`src/rtl/freq_change_responder.sv`:
```
// freq_change_responder
// PHY/PLL-side agent for the memory-controller frequency-change handshake.
// Rising edges on start_freq_change_i and pll_freq_chng_done_i drive a small
// FSM (IDLE -> PREP -> WAIT_PLL -> RELOCK -> IDLE). The FSM models PHY
// preparation and PLL relock latency with a shared counter and returns
// registered one-cycle ready/done/error/timeout pulses.
module freq_change_responder #(
  parameter int FIDX_W      = 4,
  parameter int NB_FREQ     = 8,
  parameter int READY_DLY   = 6,
  parameter int LOCK_DLY    = 8,
  parameter int WDOG_CYCLES = 64
) (
  input  logic              pclk_i,
  input  logic              prst_ni,
  input  logic              start_freq_change_i,
  input  logic [FIDX_W-1:0] freq_index_i,
  input  logic              pll_freq_chng_done_i,
  output logic              freq_change_ready_o,
  output logic              freq_change_done_o,
  output logic              freq_change_error_o,
  output logic              watch_dog_timeout_o,
  output logic              busy_o,
  output logic [FIDX_W-1:0] cur_freq_idx_o
);

  localparam int CNT_W = 16;

  localparam logic [1:0] ST_IDLE     = 2'd0;
  localparam logic [1:0] ST_PREP     = 2'd1;
  localparam logic [1:0] ST_WAIT_PLL = 2'd2;
  localparam logic [1:0] ST_RELOCK   = 2'd3;

  localparam logic [CNT_W-1:0] READY_LAST = CNT_W'(READY_DLY - 1);
  localparam logic [CNT_W-1:0] LOCK_LAST  = CNT_W'(LOCK_DLY - 1);
  localparam logic [CNT_W-1:0] WDOG_LAST  = CNT_W'(WDOG_CYCLES - 1);
  localparam logic [FIDX_W:0]  NB_FREQ_X  = (FIDX_W+1)'(NB_FREQ);

  logic [1:0]        state_q, state_d;
  logic [CNT_W-1:0]  cnt_q, cnt_d;
  logic [FIDX_W-1:0] target_q, target_d;
  logic [FIDX_W-1:0] cur_q, cur_d;
  logic              ready_q, ready_d;
  logic              done_q, done_d;
  logic              error_q, error_d;
  logic              wdog_q, wdog_d;
  logic              busy_q, busy_d;

  // Edge detection. arm_q stays low for the first clock after reset release
  // so that an input already high at release is not mistaken for an edge.
  logic start_dly_q;
  logic pll_dly_q;
  logic arm_q;
  logic start_ev;
  logic pll_ev;
  logic idx_illegal;

  assign start_ev    = arm_q & start_freq_change_i & ~start_dly_q;
  assign pll_ev      = arm_q & pll_freq_chng_done_i & ~pll_dly_q;
  assign idx_illegal = ({1'b0, freq_index_i} >= NB_FREQ_X);

  // Next-state logic: FSM transitions, latency counter and pulse generation.
  always_comb begin
    state_d  = state_q;
    cnt_d    = cnt_q;
    target_d = target_q;
    cur_d    = cur_q;
    ready_d  = 1'b0;
    done_d   = 1'b0;
    error_d  = 1'b0;
    wdog_d   = 1'b0;
    case (state_q)
      ST_IDLE: begin
        if (start_ev) begin
          if (idx_illegal) begin
            error_d = 1'b1;
          end else begin
            target_d = freq_index_i;
            cnt_d    = '0;
            state_d  = ST_PREP;
          end
        end
      end
      ST_PREP: begin
        if (cnt_q == READY_LAST) begin
          ready_d = 1'b1;
          cnt_d   = '0;
          state_d = ST_WAIT_PLL;
        end else begin
          cnt_d = cnt_q + CNT_W'(1);
        end
      end
      ST_WAIT_PLL: begin
        // A PLL-done edge on the terminal count still counts as success.
        if (pll_ev) begin
          cnt_d   = '0;
          state_d = ST_RELOCK;
        end else if (cnt_q == WDOG_LAST) begin
          wdog_d  = 1'b1;
          error_d = 1'b1;
          cnt_d   = '0;
          state_d = ST_IDLE;
        end else begin
          cnt_d = cnt_q + CNT_W'(1);
        end
      end
      default: begin  // ST_RELOCK
        if (cnt_q == LOCK_LAST) begin
          cur_d   = target_q;
          done_d  = 1'b1;
          cnt_d   = '0;
          state_d = ST_IDLE;
        end else begin
          cnt_d = cnt_q + CNT_W'(1);
        end
      end
    endcase
    busy_d = (state_d != ST_IDLE);
  end

  // State, counters, edge-detect copies and registered outputs.
  always_ff @(posedge pclk_i or negedge prst_ni) begin
    if (!prst_ni) begin
      state_q     <= ST_IDLE;
      cnt_q       <= '0;
      target_q    <= '0;
      cur_q       <= '0;
      ready_q     <= 1'b0;
      done_q      <= 1'b0;
      error_q     <= 1'b0;
      wdog_q      <= 1'b0;
      busy_q      <= 1'b0;
      start_dly_q <= 1'b0;
      pll_dly_q   <= 1'b0;
      arm_q       <= 1'b0;
    end else begin
      state_q     <= state_d;
      cnt_q       <= cnt_d;
      target_q    <= target_d;
      cur_q       <= cur_d;
      ready_q     <= ready_d;
      done_q      <= done_d;
      error_q     <= error_d;
      wdog_q      <= wdog_d;
      busy_q      <= busy_d;
      start_dly_q <= start_freq_change_i;
      pll_dly_q   <= pll_freq_chng_done_i;
      arm_q       <= 1'b1;
    end
  end

  assign freq_change_ready_o = ready_q;
  assign freq_change_done_o  = done_q;
  assign freq_change_error_o = error_q;
  assign watch_dog_timeout_o = wdog_q;
  assign busy_o              = busy_q;
  assign cur_freq_idx_o      = cur_q;

endmodule

```
`config.mk`:
```
export PLATFORM = sky130hd
export DESIGN_NAME = freq_change_responder
export DESIGN_NICKNAME = d
export VERILOG_FILES = /design/src/rtl/freq_change_responder.sv
export SDC_FILE = /design/constraint.sdc
export NUM_CORES = 1
export LEC_CHECK = 0
export ABC_AREA = 1
export CAP_MARGIN = 20
export CORE_MARGIN = 1
export CORE_UTILIZATION = 30
export CTS_CLUSTER_DIAMETER = 40
export DETAILED_ROUTE_END_ITERATION = 10
export SLEW_MARGIN = 20
export SYNTH_ARGS = -nofsm -noshare
export SYNTH_HDL_FRONTEND = slang
export SYNTH_SLANG_ARGS = --single-unit
```
`constraint.sdc`:
```
create_clock -name pclk_i -period 4.3 [get_ports pclk_i]
set_input_delay 0.645 -clock pclk_i [delete_from_list [all_inputs] [get_ports pclk_i]]
set_output_delay 0.645 -clock pclk_i [all_outputs]
set_load 0.02 [all_outputs]
```
After elaboration in Yosys (flattened, before gate mapping). Cells that the tools add are included.

Bits in registers: 34. Bits in latches: 0. Memory bits (writable): 0. ROM bits: 0. Input port bits: 8. Output and inout port bits: 9. Logic and storage cells: 59. Memories kept: 0.

Add/sub/neg operators: 1. Multiply operators: 0. Divide/modulo/power cells: 0. Order comparisons: 1. Eq/ne operators: 7. Shifts and indexed selects: 0. Mux-type cells: 24. Bitwise operators: 8. Reductions and logical operators: 6.

Operators with widths (count): 2-to-1 mux 16 bit (6); case mux 16 bit (3 select lines) (1); == test 16 x 3 -> 1 bit, second input constant (2); adder 16 x 1 -> 16 bit, second input constant (1); == test 16 x 6 -> 1 bit, second input constant (1); 2-to-1 mux 2 bit (6); 2-to-1 mux 1 bit (9); case mux 2 bit (3 select lines) (1); bitwise AND 1 bit (4); greater-or-equal comparator 4 bit, second input constant (1); inequality test 2 bit, second input constant (2); inverter 1 bit (4); AND reduction 2 bit (2); AND reduction 3 bit (1); OR reduction 3 bit (1); == test 2 x 1 -> 1 bit, second input constant (1); == test 2 bit, second input constant (1); logical NOT 2 bit (1); case mux 1 bit (2 select lines) (1); nonzero test 2 bit (1).

Depth between registers and ports, before layout.
Word-level depth: 5. Gate-level depth with buffers: 12. Gate-level depth less buffers: 11.

Least setup slack after synthesis. No wires, ideal clock.

Path type: input to register. Start point: in start_freq_change_i. End point: reg cnt_q[10]. Library setup time: 0.121 ns. Data arrival time: 1.490 ns. Required time: 4.179 ns. Setup slack: 2.689 ns. Stages: 8. Buffers on the path: 1. Cell sequence: nand2_1 nor2_1 nand2_1 nand2_1 buf_2 nand4_1 o21ai_0 nor2_1.

Word-level cells in the longest chain between the ends: 4.

RTL lines: start: declaration (line 16) `input logic start_freq_change_i,`; bitwise AND 1 bit (2 in a row) (line 58) `assign start_ev = arm_q & start_freq_change_i & ~start_dly_q;`; inequality test 2 bit (no line); AND reduction 2 bit (no line); end signal: assignment (line 138) `cnt_q <= cnt_d;`; end: declaration (line 40) `logic [CNT_W-1:0] cnt_q, cnt_d;`.

Every way passes these cells. A chain may end at the register's enable or synchronous reset.

Worst setup path in the final report.
Start point: in start_freq_change_i. End point: reg cnt_q[8].

The elaborated chain is that of the path after synthesis.

==> summary.txt <==
Worst setup path
  – Worst path arrival time: 2.49 ns
  – Worst flop-to-flop path startpoint: cnt_q[0]
  – Critical path launch point: start_freq_change_i
  – CP Capture Type: flip-flop
  – Critical setup path kind: primary input to flip-flop
  – Critical Path RT: 4.45 ns
  – Maximum fanout encountered on the critical timing path: 15
  – Nature of the critical path startpoint: primary input

Power and ir drop
  – Total power per unit cell area: 482 nW/µm²
  – Static leakage: 0.956 nW
  – Post-route total power: 1.00 mW
  – Largest voltage drop on the vdd net: 0.291 mV

Global routing
  – Initial antenna violation count: 0
  – Global route overflow: 0
  – Pin count of the biggest net entering global routing: 35
  – Total GRT Usage: 13.1%
  – Global-route wire length before repair: 6.20 mm
  – Via count of the first global-routing pass: 1441

Detailed routing
  – Met1 WL: 1.80 mm
  – Starting DRT DRC Count: 74
  – Met3 Wirelength: 103 µm
  – Mean number of vias per cell: 4.48
  – Wire length per cell: 11.0 µm
  – DRC: 0
  – Routed met2 length: 1.58 mm
  – Count of TritonRoute iterations in the first routing pass: 4
  – Residual antenna-violating net count after detailed routing: 0
  – Uppermost layer routed: met4
  – Detailed Route WL: 3.51 mm
  – Total via count in the routed design: 1426

Yosys
  – Post-synthesis instance area: 1770 µm²
  – Part of the Yosys area used for sequential elements: 48.2%
  – Net count after synthesis: 234
  – Flop and latch count out of synthesis: 34
  – Number of warnings reported in the yosys synthesis log: 0
  – Yosys cell types: 21
  – Synth Area per Inst: 7.88 µm²
  – Synthesized instance count: 224

Run status
  – Result of the run: finished, final reports clean

Floorplanning
  – Total Die Area: 6200 µm²
  – Starting utilization of the core area: 31.7%
  – Number of ports placed on the die boundary: 17
  – Std-Cell Core Area: 5570 µm²
  – Cell row count: 27
  – Die Span X: 78.7 µm
  – Die Ht: 78.7 µm

Timing
  – Unrepaired setup endpoints after global routing: false
  – Endpoints failing hold: 0
  – Period Utilization, post-route: 54.4%
  – Max-slew violation count: 0
  – Count of endpoints failing setup in the final report: 0
  – Fin Setup TNS: 0 ns
  – Post-Route Skew: 0.00327 ns
  – Max Clk Rate: 427 MHz
  – Min Clock Period, post-route: 2.34 ns

Clock tree
  – CTS Buf Count: 5
  – Count of cells resized by post-cts repair: 0
  – Clock slew at reported path FFs: 0.06 ns
  – Later-pin clock latency in the skew report: 0.28 ns
  – # Post-CTS Setup Buffers: 0
  – Cell chosen for the clock root: sky130_fd_sc_hd__clkbuf_8
  – Maximum number of buffers from clock root to sink: 2
  – H-Tree Level Count: 2
  – Cts-stage hold buffer count: 0
  – Number of clock sinks seen by CTS: 34
  – CTS tree: yes

Placed design
  – Buffers on Ports: 16
  – Placed cell areas: 2010 µm²
  – Number of placed cells counting well taps: 311
  – Gp weighted congestion: 0.840
  – HPWL after detailed placement: 2.61 mm

Layout
  – Most common cell after layout, fill and taps aside: sky130_fd_sc_hd__nand2_1
  – Area growth from synthesis to layout: 18.0%
  – Commonest cells after routing, fill and taps aside: sky130_fd_sc_hd__nand2_1, sky130_fd_sc_hd__nor2_1, sky130_fd_sc_hd__dfrtp_1, sky130_fd_sc_hd__inv_1, sky130_fd_sc_hd__nand3_1
  – Fraction of layout instances using a drive strength above 1: 9.35%
  – Number of diodes added for antenna fixing: 0
  – Number of non-filler instances in the completed layout: 318
  – Fill count: 606
  – Non-Filler Cell Area, Final: 2080 µm²
  – Final layout net count: 256

Worst hold path
  – Source of the worst hold timing path: target_q[2]
  – Min-Delay Path Class: flip-flop to flip-flop

Job
  – Number of max-capacitance violations reported: 0
-- sequential cells by signal, summed over array words and instances, names as in the netlist, 2 cells and up --
name / cells
cnt_q: 16
cur_freq_idx_o: 4
target_q: 4
state_q: 2
-- metrics by stage --
| stage | util (%) | setup WS (ns) | hold WS, ns |
|---|---|---|---|
| 2_1_floorplan | - | 2.69 | 0.349 |
| 3_3_place_gp | 36.0 | 1.71 | 0.449 |
| 3_5_place_dp | 36.0 | 1.65 | 0.460 |
| 4_1_cts | 37.4 | 1.94 | 0.471 |
| 5_1_grt | 37.4 | 1.70 | 0.496 |
| 6_report | 37.4 | 1.96 | 0.463 |
-- layer usage --
layer | up-vias | global-route usage (%)
met5 | - | 0
met4 | 0 | 4.63
met3 | 2 | 3.45
met2 | 29 | 21.0
met1 | 648 | 17.0
li1 | 747 | -
-- worst paths after layout --
path                                     end  slack [ns]  depth (start not counted)
max in group asynchronous           cnt_q[5]        3.23                          2
max reg2reg                         cnt_q[8]        2.45                          8
min                        cur_freq_idx_o[2]        0.46                          2
min in group asynchronous              arm_q        0.77                          2
min reg2reg                cur_freq_idx_o[2]        0.46                          2
max                                 cnt_q[8]        1.96                          8
-- kinds of logic (layout without fill, tap and decap cells) --
logic type | count (synthesis) | in the layout | synth area share, %
buffers and inverters | 25 | 47 | 5.81
adders and majority gates | 2 | 2 | 1.42
xor gates and xnor gates | 6 | 6 | 2.98
DFF | 34 | 34 | 48.2
other | 1 | 1 | 0.212
muxes | 3 | 3 | 1.91
and+or+nand+nor | 145 | 145 | 36.4
AOI/OAI and AO/OA | 8 | 8 | 3.12
-- power breakdown --
part / internal (mW) / leakage [nW] / total, mW / switching [mW]
clock network: 0.111 / 0.0383 / 0.217 / 0.105
logic: 0.121 / 0.465 / 0.345 / 0.224
registers: 0.381 / 0.452 / 0.442 / 0.0604
-- critical path: stages --
cell,delay (ns)
sky130_fd_sc_hd__clkdlybuf4s50_1,0.47
sky130_fd_sc_hd__nand2_1,0.05
sky130_fd_sc_hd__nor2_1,0.15
sky130_fd_sc_hd__nand2_1,0.07
sky130_fd_sc_hd__nand2_1,0.35
sky130_fd_sc_hd__inv_1,0.26
sky130_fd_sc_hd__a21oi_4,0.40
sky130_fd_sc_hd__nor2_1,0.08
-- synth_stat cells --
cell	n	area (µm²)
sky130_fd_sc_hd__a21oi_4	1	16.3
sky130_fd_sc_hd__nor2_1	39	146
sky130_fd_sc_hd__o21ai_0	6	30.0
sky130_fd_sc_hd__nand2_2	2	12.5
sky130_fd_sc_hd__ha_1	2	25.0
sky130_fd_sc_hd__nor2_4	2	22.5
sky130_fd_sc_hd__nand3_1	18	90.1
sky130_fd_sc_hd__buf_2	1	5.00
sky130_fd_sc_hd__nor2_2	6	37.5
sky130_fd_sc_hd__nor3_1	1	5.00
sky130_fd_sc_hd__dfrtp_1	34	851
sky130_fd_sc_hd__nand4_1	10	62.6
sky130_fd_sc_hd__conb_1	1	3.75
sky130_fd_sc_hd__nand3_4	1	17.5
sky130_fd_sc_hd__a31o_2	1	8.76
sky130_fd_sc_hd__buf_6	1	11.3
sky130_fd_sc_hd__nand2_1	66	248
sky130_fd_sc_hd__inv_1	22	82.6
sky130_fd_sc_hd__xor2_1	6	52.6
sky130_fd_sc_hd__inv_2	1	3.75
sky130_fd_sc_hd__mux2_2	3	33.8
-- area by class of cell --
cell class / count / area [µm²] / share of cell area [%]
clock buffer: 7 / 76.3 / 3.66
inverter: 23 / 86.3 / 4.14
multi-input combinational: 165 / 812 / 39.0
sequential: 34 / 851 / 40.8
tap: 72 / 90.1 / 4.32
timing repair buffer: 17 / 168 / 8.05
Power figures use the tool's default switching activity.
